--- config.mk ---
export PLATFORM = sky130hd
export DESIGN_NAME = ps2_key_state_decoder
export DESIGN_NICKNAME = d
export VERILOG_FILES = /design/src/rtl/ps2_key_state_decoder.sv
export SDC_FILE = /design/constraint.sdc
export NUM_CORES = 1
export LEC_CHECK = 0
export ABC_CLOCK_PERIOD_IN_PS = 11800
export BUFFER_PORTS_ARGS = -buffer_cell sky130_fd_sc_hd__clkbuf_2
export CELL_PAD_IN_SITES_DETAIL_PLACEMENT = 1
export CELL_PAD_IN_SITES_GLOBAL_PLACEMENT = 1
export CORE_MARGIN = 5
export CORE_UTILIZATION = 40
export CTS_CLUSTER_SIZE = 28
export DETAILED_ROUTE_END_ITERATION = 8
export PLACE_DENSITY_LB_ADDON = 0.3
export REMOVE_ABC_BUFFERS = 1
export SLEW_MARGIN = 20
export SYNTH_ARGS = -nofsm -noshare
export SYNTH_HDL_FRONTEND = slang
export SYNTH_SLANG_ARGS = --single-unit
--- constraint.sdc ---
create_clock -name CLOCK_50 -period 11.8 [get_ports CLOCK_50]
set_clock_uncertainty 0.15 [all_clocks]
set_input_delay 2.36 -clock CLOCK_50 [delete_from_list [all_inputs] [get_ports CLOCK_50]]
set_output_delay 2.36 -clock CLOCK_50 [all_outputs]
set_load 0.02 [all_outputs]
--- src/rtl/ps2_key_state_decoder.sv ---
// ps2_key_state_decoder
// Turns the PS/2 byte stream (make codes, F0 break prefix and, when
// PS2_EXTENDED_EN is defined, the E0 extended prefix) into a held-state
// vector per key, one-cycle press/release pulses and a queue of key events.
// Everything runs in the CLOCK_50 domain.
//
// Build option: define PS2_EXTENDED_EN to compile in E0 handling. Without
// it, E0 is dropped and entries with bit 8 set can never match.
//
// Ports
//   CLOCK_50          system clock
//   resetn            synchronous reset, active HIGH despite the name
//   rx_data/rx_valid  received byte and its one-cycle strobe
//   key_state         1 = key held
//   key_press_pulse   one-cycle pulse on 0->1 of a key
//   key_release_pulse one-cycle pulse on 1->0 of a key
//   any_release_pulse OR of key_release_pulse
//   evt_valid/ready   event queue handshake (pop on valid && ready)
//   evt_key_idx       head event key index
//   evt_is_press      head event kind (1 = press, 0 = release)
//   evt_overflow      sticky, an event was dropped on a full queue
module ps2_key_state_decoder #(
  parameter int NUM_KEYS = 29,
  parameter logic [NUM_KEYS*9-1:0] KEY_CODES = {
    9'h029, 9'h05D, 9'h05B, 9'h054, 9'h04D, 9'h044, 9'h043, 9'h03C,
    9'h035, 9'h02C, 9'h02D, 9'h024, 9'h01D, 9'h015, 9'h00D, 9'h066,
    9'h055, 9'h04E, 9'h045, 9'h046, 9'h03E, 9'h03D, 9'h036, 9'h02E,
    9'h025, 9'h026, 9'h01E, 9'h016, 9'h00E},
  parameter int FIFO_DEPTH = 8
) (
  input  logic                        CLOCK_50,
  input  logic                        resetn,
  input  logic [7:0]                  rx_data,
  input  logic                        rx_valid,
  output logic [NUM_KEYS-1:0]         key_state,
  output logic [NUM_KEYS-1:0]         key_press_pulse,
  output logic [NUM_KEYS-1:0]         key_release_pulse,
  output logic                        any_release_pulse,
  output logic                        evt_valid,
  input  logic                        evt_ready,
  output logic [$clog2(NUM_KEYS)-1:0] evt_key_idx,
  output logic                        evt_is_press,
  output logic                        evt_overflow
);

  localparam int IDXW = $clog2(NUM_KEYS);
  localparam int AW   = $clog2(FIFO_DEPTH);

`ifdef PS2_EXTENDED_EN
  typedef enum logic [1:0] {IDLE, BREAK, EXT, EXT_BREAK} parserState_t;
`else
  typedef enum logic {IDLE, BREAK} parserState_t;
`endif

  parserState_t state, nextState;

  logic            doLookup, isBreak, lookupExt;
  logic            hit;
  logic [IDXW-1:0] hitIdx;
  logic            pressEvt, releaseEvt, pushReq, pushOk, pop, full;
  logic [AW:0]     wrPtr, rdPtr;
  logic [IDXW:0]   evtMem [FIFO_DEPTH];

  // Parser: decides what the current byte means; state only moves on rx_valid.
  always_comb begin
    nextState = state;
    doLookup  = 1'b0;
    isBreak   = 1'b0;
    lookupExt = 1'b0;
    if (rx_valid) begin
      case (state)
        IDLE: begin
          if (rx_data == 8'hF0) nextState = BREAK;
`ifdef PS2_EXTENDED_EN
          else if (rx_data == 8'hE0) nextState = EXT;
`else
          else if (rx_data == 8'hE0) nextState = IDLE;
`endif
          // Keyboard status replies (BAT ok, ack, resend, echo) are not keys.
          else if (rx_data == 8'hAA || rx_data == 8'hFA ||
                   rx_data == 8'hFE || rx_data == 8'hEE) nextState = IDLE;
          else doLookup = 1'b1;
        end
        BREAK: begin
          doLookup  = 1'b1;
          isBreak   = 1'b1;
          nextState = IDLE;
        end
`ifdef PS2_EXTENDED_EN
        EXT: begin
          if (rx_data == 8'hF0) nextState = EXT_BREAK;
          else begin
            doLookup  = 1'b1;
            lookupExt = 1'b1;
            nextState = IDLE;
          end
        end
        EXT_BREAK: begin
          doLookup  = 1'b1;
          isBreak   = 1'b1;
          lookupExt = 1'b1;
          nextState = IDLE;
        end
`endif
        default: nextState = IDLE;
      endcase
    end
  end

  // Full 9-bit compare; scanning downwards lets the lowest index win.
  always_comb begin
    hit    = 1'b0;
    hitIdx = '0;
    for (int i = NUM_KEYS - 1; i >= 0; i--) begin
      if (KEY_CODES[9*i +: 9] == {lookupExt, rx_data}) begin
        hit    = 1'b1;
        hitIdx = IDXW'(i);
      end
    end
  end

  // Typematic repeats and breaks of keys not held produce nothing.
  assign pressEvt   = doLookup && hit && !isBreak && !key_state[hitIdx];
  assign releaseEvt = doLookup && hit &&  isBreak &&  key_state[hitIdx];
  assign pushReq    = pressEvt || releaseEvt;

  assign evt_valid = (wrPtr != rdPtr);
  assign full      = (wrPtr == {~rdPtr[AW], rdPtr[AW-1:0]});
  assign pop       = evt_valid && evt_ready;
  // A pop in the same cycle frees the slot, so a full queue still accepts.
  assign pushOk    = pushReq && (!full || pop);

  assign evt_key_idx       = evtMem[rdPtr[AW-1:0]][IDXW:1];
  assign evt_is_press      = evtMem[rdPtr[AW-1:0]][0];
  assign any_release_pulse = |key_release_pulse;

  always_ff @(posedge CLOCK_50) begin
    if (resetn) begin
      state             <= IDLE;
      key_state         <= '0;
      key_press_pulse   <= '0;
      key_release_pulse <= '0;
      wrPtr             <= '0;
      rdPtr             <= '0;
      evt_overflow      <= 1'b0;
    end else begin
      state             <= nextState;
      key_press_pulse   <= '0;
      key_release_pulse <= '0;
      if (pressEvt) begin
        key_state[hitIdx]       <= 1'b1;
        key_press_pulse[hitIdx] <= 1'b1;
      end
      if (releaseEvt) begin
        key_state[hitIdx]         <= 1'b0;
        key_release_pulse[hitIdx] <= 1'b1;
      end
      if (pop)    rdPtr <= rdPtr + 1'b1;
      if (pushOk) wrPtr <= wrPtr + 1'b1;
      if (pushReq && !pushOk) evt_overflow <= 1'b1;
    end
  end

  // Storage needs no reset; the pointers define what is valid.
  always_ff @(posedge CLOCK_50) begin
    if (!resetn && pushOk) evtMem[wrPtr[AW-1:0]] <= {hitIdx, pressEvt};
  end

endmodule

==> key figures <==
Layout
  • Antenna cell count: 0
  • Fraction of layout cells with a size suffix above 1: 29.9%
  • Area growth syn-to-layout: 16.0%
  • # nets final: 707
  • Post-Layout Inst Area: 0.00779 mm^2
  • Number of standard cells in the layout, taps in and fillers out: 926
  • Final core occ: 47.1%
  • Filler cell count in the final layout: 1832

Clock tree
  • Total number of clock tree sinks: 148
  • Hold-fix buffers at CTS: 0
  • Max H-tree Level: 4
  • Clock buffers created by TritonCTS: 17
  • Maximum buffer depth of the clock tree: 2
  • Clock Root Buffer: clkbuf_16
  • TritonCTS clock tree: yes
  • Setup fix buffers added after clock tree synthesis: 0
  • Insertion delay to the later sink of the worst-skew pair: 0.42 ns
  • Clock Pin Slew Worst Setup and Hold Paths: 0.06 ns
  • Resized cells post-CTS: 0

Timing
  • Final Slew Violations: 0
  • Setup ws final: 4.79 ns
  • RSZ-0062 raised after global routing: false
  • Total Negative Setup Slacks: 0 ns
  • Minimum clock period after layout: 7.01 ns
  • Worst hold margin: 0.314 ns
  • Total count of hold-check failures in the final report: 0
  • Worst rel slew slack: 28.3%
  • Total setup violations reported at the end of the flow: 0
  • Period utilization: 59.4%
  • Worst Tran Pin Value: 1.07 ns
  • Max Freq: 143 MHz

Floorplan
  • Die Ht: 140 um
  • Overall die area: 0.0195 mm^2
  • Initial standard-cell utilization of the core: 40.6%
  • Die Wd: 140 um
  • Number of placement rows: 47
  • Core area: 0.0165 mm^2
  • Total I/O pin count: 108

Drt
  • Post-detailed-route DRC marker count: 0
  • Count of routing violations after the opening detailed-route iteration: 349
  • Number of optimization iterations in the first detailed-route pass: 5
  • Via-per-instance ratio: 5.70
  • WL/cell: 22.2 um
  • Vias: 5280
  • Total Routed Length: 20600 um
  • Post-route antenna net violation count: 0

Global route
  • Antenna violations before repair: 0
  • Total routing usage reported by global routing: 21.3%
  • Maximum number of pins on one net before global-route repair: 49
  • Global-route wire length before repair: 32600 um
  • Vias in the first global route: 5472
  • GR Overflow Total: 0

Logic synthesis
  • Cell taking the most area after synthesis: dfxtp_1
  • Top flip-flop cell by instance count after synthesis: dfxtp_1
  • Cell types with the highest counts after synthesis: 100 x dfxtp_1, 57 x nor2_1, 48 x edfxtp_1
  • Sequential cell area fraction in the yosys report: 51.3%
  • EDFF count, synth: 48
  • Netlist cell types: 84
  • Main area contributors after synthesis: dfxtp_1 30%, edfxtp_1 21%, mux4_2 4.0%, nor2_1 3.2%, nor2_4 2.7%
  • #FFs+latches synth: 148
  • Post-synth top area share: 29.8%
  • Share of flip-flops with an asynchronous set or reset: 0%
  • Cells after synthesis: 614
  • Post-synthesis instance area: 0.00671 mm^2
  • Most repeated cell in the gate-level netlist after synthesis: dfxtp_1
  • Post-Synthesis Mean Instance Area: 10.9 um^2
  • Ys Warns: 0

Status
  • Run status: finished clean

Worst setup path
  • Required time worst endpoint: 11.69 ns
  • Crit path arrival time: 6.90 ns
  • Highest net fanout along the worst path: 22
  • Setup crit end kind: register
  • Type of element launching the critical path: primary input
  • Depth of the worst register-to-register path: 8
  • WS Path Type: in -> reg

Placement
  • Total half-perimeter wirelength after legalization and detailed placement: 14700 um
  • Number of placed instances with taps included: 894
  • Placer Congestion: 0.955
  • Buffers added on ports: 107
  • Post-placement cell area: 0.00721 mm^2
  • Worst slack after detailed placement: 4.37 ns

Pwr
  • Total design power: 1.13 mW
  • Worst vdd ir: 102 uV
  • Areal power density over the cells: 145 mW/mm^2
  • Leakage power total: 2.84 nW

Hold path
  • Cell depth of the worst min-delay path: 2
  • Type of the most critical hold path: reg -> reg

Job
  • Max-capacitance violation count: 0
==> layout make-up <==
cell class / count / area [um^2] / area share, %
multi-input cells: 401 / 2880 / 37.0
repair buffers: 109 / 551 / 7.07
flip-flops and latches: 148 / 3440 / 44.2
well taps: 220 / 275 / 3.53
inverters: 16 / 60.1 / 0.771
clock inverters: 10 / 95.1 / 1.22
clock buffers: 22 / 485 / 6.23
==> logic make-up (layout without fill, tap and decap cells) <==
logic type	count (synthesis)	after routing	share of synthesized area (%)
XOR/XNOR	11	11	1.44
adder cells (fa/ha/maj)	2	2	0.373
buffers and inverters	65	157	5.85
multiplexers	25	25	6.15
flip-flops	148	148	51.3
AO/OA/AOI/OAI	114	114	11.4
AND/OR/NAND/NOR	249	249	23.5
==> worst max-delay path, cell delays in order <==
cell and delay (ns):
clkbuf_2 0.36, nor4b_4 0.89, a32oi_2 0.37, nand4_1 0.47, nor2_1 0.17, a311o_1 0.39
nor4_2 0.30, and2_1 0.52, o21ai_4 0.19, nor3_1 0.85
==> cell usage in the layout, fill, tap and decap left out, types with 5 or more instances in the layout <==
cell type    n
nor3_1      15
nand3_1     24
o21ai_0     30
nand2_1     39
mux2i_1      6
o31ai_1      5
inv_1       15
dfxtp_1    100
a21oi_1     32
nand4_1      8
clkbuf_16   18
clkbuf_2   107
xor2_1       5
a31oi_1      8
edfxtp_1    48
a211oi_1     7
mux4_2      12
nor2_1      57
xnor2_1      6
nand2b_1    13
nor4_1       8
mux2_2       6
nor2_4      16
==> path summary, 6_finish.rpt <==
path	startpoint	end	slack [ns]
setup / recovery	rx_data[5]	evtMem[5][2]	4.79
hold / removal	evt_overflow	evt_overflow	0.31
setup reg to reg	register	evtMem[5][2]	8.17
hold reg to reg	evt_overflow	evt_overflow	0.31
==> layer usage <==
layer / part of all wire (%) / vias up / track usage, %
met5: 0 / - / 0
met4: 1.8 / 0 / 6.12
met3: 4.5 / 31 / 4.43
met2: 50 / 160 / 36.1
met1: 44 / 2686 / 27.8
li1: - / 2403 / -
==> power by group <==
group	leakage (nW)	internal, mW	total (mW)	switching [mW]
clock	0.284	0.316	0.529	0.213
sequential	1.26	0.526	0.531	0.00426
combinational	1.30	0.0239	0.0668	0.0430
total	2.84	0.866	1.13	0.260
(Power assumes the default switching activity.)
